## src/rtl/dvp_roi_packer.sv

```systemverilog
// Crops a fixed region of interest out of the captured RGB565 pixel stream,
// packs pixel pairs into 32-bit words and buffers them in a first-word-fall-through FIFO.
module dvp_roi_packer #(
    parameter int H_START    = 0,
    parameter int H_SIZE     = 640,
    parameter int V_START    = 0,
    parameter int V_SIZE     = 480,
    parameter int FIFO_DEPTH = 16
) (
    input  logic        PCLK,
    input  logic        Rst_n,
    input  logic        DataValid,
    input  logic [15:0] DataPixel,
    input  logic        DataHs,
    input  logic        DataVs,
    output logic        OutValid,
    input  logic        OutReady,
    output logic [31:0] OutData,
    output logic        OutSof,
    output logic        OutEol,
    output logic        Overflow,
    output logic        FrameDone
);

    localparam int AW = (FIFO_DEPTH > 1) ? $clog2(FIFO_DEPTH) : 1;
    localparam int CW = AW + 1;

    localparam logic [31:0] H_LO    = 32'(H_START);
    localparam logic [31:0] H_HI    = 32'(H_START + H_SIZE);
    localparam logic [31:0] V_LO    = 32'(V_START);
    localparam logic [31:0] V_HI    = 32'(V_START + V_SIZE);
    localparam logic [31:0] DEPTH_U = 32'(FIFO_DEPTH);

    if ((H_START % 2) != 0 || (H_SIZE % 2) != 0 || H_SIZE < 2 || V_SIZE < 1 ||
        H_START < 0 || V_START < 0 || FIFO_DEPTH < 2 ||
        (FIFO_DEPTH & (FIFO_DEPTH - 1)) != 0) begin : g_param_check
        $error("dvp_roi_packer: illegal parameter set");
    end

    logic            vsPrev_q, hsPrev_q;
    logic            armed_q, armed_d;
    logic            sofPending_q, sofPending_d;
    logic [11:0]     col_q, col_d;
    logic [11:0]     row_q, row_d;
    logic [15:0]     half_q, half_d;
    logic            halfValid_q, halfValid_d;
    logic            stageValid_q, stageValid_d;
    logic [31:0]     stageData_q, stageData_d;
    logic            stageEol_q, stageEol_d;
    logic            stageLast_q, stageLast_d;
    logic [AW-1:0]   wrPtr_q, wrPtr_d;
    logic [AW-1:0]   rdPtr_q, rdPtr_d;
    logic [CW-1:0]   count_q, count_d;
    logic            overflow_q, overflow_d;
    logic [33:0]     mem [FIFO_DEPTH];

    logic            vsRise, hsFall, inRoi, isEol, isLastRow;
    logic            pop, pushOk, push, drop;
    logic [31:0]     colW, rowW;
    logic [33:0]     rdWord;

    assign colW      = 32'(col_q);
    assign rowW      = 32'(row_q);
    assign vsRise    = DataVs && !vsPrev_q;
    assign hsFall    = !DataHs && hsPrev_q;
    assign inRoi     = (colW >= H_LO) && (colW < H_HI) && (rowW >= V_LO) && (rowW < V_HI);
    assign isEol     = (colW == H_HI - 32'd1);
    assign isLastRow = (rowW == V_HI - 32'd1);

    assign pop    = OutValid && OutReady;
    assign pushOk = (32'(count_q) < DEPTH_U) || pop;
    assign push   = stageValid_q && pushOk;
    assign drop   = stageValid_q && !pushOk;

    always_comb begin
        armed_d      = armed_q;
        sofPending_d = sofPending_q;
        col_d        = col_q;
        row_d        = row_q;
        half_d       = half_q;
        halfValid_d  = halfValid_q;
        stageValid_d = 1'b0;
        stageData_d  = stageData_q;
        stageEol_d   = stageEol_q;
        stageLast_d  = stageLast_q;
        wrPtr_d      = wrPtr_q;
        rdPtr_d      = rdPtr_q;
        count_d      = count_q;
        overflow_d   = overflow_q;

        if (push) begin
            wrPtr_d      = wrPtr_q + AW'(1);
            sofPending_d = 1'b0;
        end
        if (drop) begin
            overflow_d = 1'b1;
        end
        if (pop) begin
            rdPtr_d = rdPtr_q + AW'(1);
        end
        unique case ({push, pop})
            2'b10:   count_d = count_q + CW'(1);
            2'b01:   count_d = count_q - CW'(1);
            default: count_d = count_q;
        endcase

        // A frame start outranks a line end, which outranks pixel data.
        if (vsRise) begin
            armed_d      = 1'b1;
            sofPending_d = 1'b1;
            col_d        = '0;
            row_d        = '0;
            halfValid_d  = 1'b0;
        end else if (hsFall) begin
            if (col_q != '0 && row_q != 12'hFFF) begin
                row_d = row_q + 12'd1;
            end
            col_d       = '0;
            halfValid_d = 1'b0;
        end else if (DataValid && armed_q) begin
            if (inRoi) begin
                if (!col_q[0]) begin
                    half_d      = DataPixel;
                    halfValid_d = 1'b1;
                end else if (halfValid_q) begin
                    stageValid_d = 1'b1;
                    stageData_d  = {DataPixel, half_q};
                    stageEol_d   = isEol;
                    stageLast_d  = isEol && isLastRow;
                    halfValid_d  = 1'b0;
                end
            end
            col_d = col_q + 12'd1;
        end
    end

    always_ff @(posedge PCLK or negedge Rst_n) begin
        if (!Rst_n) begin
            vsPrev_q     <= 1'b0;
            hsPrev_q     <= 1'b0;
            armed_q      <= 1'b0;
            sofPending_q <= 1'b0;
            col_q        <= '0;
            row_q        <= '0;
            half_q       <= '0;
            halfValid_q  <= 1'b0;
            stageValid_q <= 1'b0;
            stageData_q  <= '0;
            stageEol_q   <= 1'b0;
            stageLast_q  <= 1'b0;
            wrPtr_q      <= '0;
            rdPtr_q      <= '0;
            count_q      <= '0;
            overflow_q   <= 1'b0;
        end else begin
            vsPrev_q     <= DataVs;
            hsPrev_q     <= DataHs;
            armed_q      <= armed_d;
            sofPending_q <= sofPending_d;
            col_q        <= col_d;
            row_q        <= row_d;
            half_q       <= half_d;
            halfValid_q  <= halfValid_d;
            stageValid_q <= stageValid_d;
            stageData_q  <= stageData_d;
            stageEol_q   <= stageEol_d;
            stageLast_q  <= stageLast_d;
            wrPtr_q      <= wrPtr_d;
            rdPtr_q      <= rdPtr_d;
            count_q      <= count_d;
            overflow_q   <= overflow_d;
        end
    end

    // The sof flag is taken at push time so a dropped frame-start word hands it on.
    always_ff @(posedge PCLK) begin
        if (push) begin
            mem[wrPtr_q] <= {sofPending_q, stageEol_q, stageData_q};
        end
    end

    assign rdWord    = mem[rdPtr_q];
    assign OutValid  = (count_q != '0);
    assign OutData   = OutValid ? rdWord[31:0] : 32'd0;
    assign OutEol    = OutValid && rdWord[32];
    assign OutSof    = OutValid && rdWord[33];
    assign Overflow  = overflow_q;
    assign FrameDone = stageValid_q && stageLast_q;

endmodule
```

## config.mk

```make
export PLATFORM = sky130hd
export DESIGN_NAME = dvp_roi_packer
export DESIGN_NICKNAME = d
export VERILOG_FILES = /design/src/rtl/dvp_roi_packer.sv
export SDC_FILE = /design/constraint.sdc
export NUM_CORES = 1
export LEC_CHECK = 0
export BUFFER_PORTS_ARGS = -buffer_cell sky130_fd_sc_hd__buf_2
export CAP_MARGIN = 20
export CORE_ASPECT_RATIO = 0.5
export CORE_UTILIZATION = 35
export CTS_CLUSTER_SIZE = 28
export DETAILED_ROUTE_END_ITERATION = 12
export PLACE_DENSITY_LB_ADDON = 0.1
export SETUP_SLACK_MARGIN = 0.02
export SYNTH_ARGS = -nofsm -noshare
export SYNTH_HDL_FRONTEND = slang
export SYNTH_SLANG_ARGS = --single-unit
```

## constraint.sdc

```tcl
create_clock -name PCLK -period 5.3 [get_ports PCLK]
set_input_delay 0.53 -clock PCLK [delete_from_list [all_inputs] [get_ports PCLK]]
set_output_delay 0.53 -clock PCLK [all_outputs]
set_load 0.01 [all_outputs]
```

==> impl_metrics.tcl <==
set metrics [dict create \
    peakVddDrop_uv 297 \
    synth_seq_cells 638 \
    cp-end-kind "output port" \
    outcome "finished, final reports clean" \
    async_reset_ff_share_pct 14.7 \
    cts_max_path_buffers 3 \
    layout-drive-gt1-share_pct 28.5 \
    fmax_mhz 274 \
    yosys_warnings 0 \
    drcViolationCount 0 \
    clock_sinks 638 \
    grt_overflow 0 \
    powerDensity_nw_per_um2 517 \
    yosysSeqAreaShare_pct 75.0 \
    post_cts_buffers 0 \
    yosysTopAreaCellShare_pct 65.6 \
    syn_avg_cell_area_um2 20.7 \
    cp_max_fo 39 \
    drt_first_pass_iters 4 \
    clock_latency_ns 0.64 \
    setup_tns_ns 0 \
    stdcell_count 2285 \
    synth_common_cells "edfxtp_1 (544), mux4_2 (136), dfrtp_1 (94)" \
    drt-initial-drc-count 1059 \
    initial_core_util_pct 35.8 \
    slowest_delay_ns 0.81 \
    gp_congestion 0.719 \
    via_count 11900 \
    ys_top_cells_by_area "edfxtp_1 (66%), mux4_2 (12%), dfrtp_1 (9.4%)" \
    yosysTopAreaCell "edfxtp_1" \
    syn_inst 1205 \
    drt-total-wl_mm 59.6 \
    rsz0062_at_grt "no" \
    synthFlopType "edfxtp_1" \
    finalHoldViolations 0 \
    routedWlPerCell_um 26.1 \
    cts_root_buf "clkbuf_16" \
    cp-start-kind "flop" \
    synth.most_common_cell "edfxtp_1" \
    cts.repair.resized 0 \
    worst_pin_slew_ns 1.13 \
    dieArea_um2 72300 \
    core-area_um2 69700 \
    ctsHoldBuffers 3 \
    grt_pass1_wl_mm 88.1 \
    fin_crit_ns 3.65 \
    arrival_ns 3.12 \
    finalMaxSlewViolations 0 \
    die_w_um 379 \
    slew_headroom_pct 24.4 \
    cp_cell_sequence "buf_4, mux4_2, mux2i_1, o22ai_1, buf_2" \
    cts_max_level 2 \
    reg2reg_slack_ns 2.46 \
    std_cell_rows 68 \
    crit_slowest_cell "dfrtp_4" \
    clkTransAtPathRegs_ns 0.06 \
    grt_use_total_pct 17.0 \
    ios 59 \
    fin_nets 1322 \
    die_h_um 191 \
    synthToLayoutAreaGrowth_pct 13.8 \
    period_share_pct 68.9 \
    p_leak_nw 9.48 \
    hpwl_mm 32.2 \
    setup_ws_ns 1.65 \
    dp_slack_ns 2.18 \
    io_buffers 58 \
    avgViaCountPerCell 5.20 \
    drtAntennaViolNets 0 \
    drv_cap 0 \
    antenna_found_initial 4 \
    cp.required_ns 4.77 \
    diodes 0 \
    holdCritPathClass "in2reg" \
    setup_violations 0 \
    holdWs_ns 0.161 \
    grt_pass1_vias 12800 \
    syn-cell-area_um2 24900 \
    synth_nets 1238 \
    worst-setup-path-type "reg2out" \
    yosysUniqueCellTypes 54 \
    grt_max_degree 67 \
    synth_edf_count 544 \
    dp.cells 2170 \
    cts_made_buffers 59 \
    power.total_mw 14.6 \
    skew_ns 0.0247 \
    cts_tree "yes" \
]
## layout make-up
| class | instances | area (µm²) |
|---|---|---|
| multi-input cells | 497 | 6020 |
| clock buffers | 96 | 1740 |
| flip-flops and latches | 638 | 18700 |
| well taps | 945 | 1180 |
| fillers | 6172 | 41300 |
| inverters | 8 | 30.0 |
| clock inverters | 16 | 119 |
| repair buffers | 85 | 553 |
## sequential cells by signal (all words and copies together), names as in the netlist, 4 cells and up
register and flops:
stageData_q 32, row_q 12, rdPtr_q 4, count_q 5
wrPtr_q 4, col_q 12, mem 544, half_q 16
## metrics by stage
step,area [µm²],util (%)
after CTS,28300,40.7
after global routing,28300,40.7
after detailed placement,26500,38.0
after floorplan,24900,-
final,28300,40.7
after global placement,26500,38.0
## cells by family (layout without fill, tap and decap cells)
group	Yosys count	in the layout	share of synthesized area (%)
xor+xnor	20	20	0.703
simple gates	133	133	2.99
mux	261	261	17.6
fa+ha+maj	11	11	0.552
buf+inv	70	205	1.29
compound gates	72	72	1.87
flops	638	638	75.0
## critical path: cells and delay by family, from the launching register on
kind,cells,cell delay (ns)
buffers and inverters,2,0.85
AOI/OAI and AO/OA,1,0.13
muxes,2,0.65
DFF,1,0.81
## power by group
part	internal (mW)	leakage (nW)	switching, mW
sequential	6.22	6.14	0.847
combinational	1.69	2.43	1.75
clock	2.29	0.907	1.86
total	10.2	9.48	4.45
## cell usage in the layout (no fill, tap or decap), types with 8 or more instances in the layout
cell type  instances
mux2i_1           72
mux2_2            53
inv_1              8
nand4_1            8
nor2_4            12
o22ai_1           34
xor2_1             9
dfrtp_1           91
nand2_1           28
clkinv_2           9
clkbuf_16         61
a21oi_1           12
nor2_1            17
edfxtp_1         544
clkbuf_1          27
xnor2_1           11
nand3_1           10
ha_1              11
clkbuf_8           8
mux4_2           136
buf_4             21
buf_2             57
nand2b_1          10
## routing by layer
layer  global-route usage [%]  part of all wire [%]  vias up
met5                        0                     0        -
met4                     3.38                   1.3        0
met3                     2.92                   4.1       69
met2                     26.5                    47      202
met1                     25.1                    48     6493
li1                         -                     -     5127
## path summary, 6_finish.rpt
path                              startpoint             end  cells past startpoint
worst min register to register      Overflow        Overflow                      1
worst max register to register    count_q[4]     mem[14][32]                      5
worst min-delay path            DataPixel[7]       half_q[7]                      2
max in group asynchronous              Rst_n  stageData_q[6]                      3
worst max-delay path              rdPtr_q[1]     OutData[24]                      5
min in group asynchronous              Rst_n        row_q[1]                      2
Power figures use the tool's default switching activity.
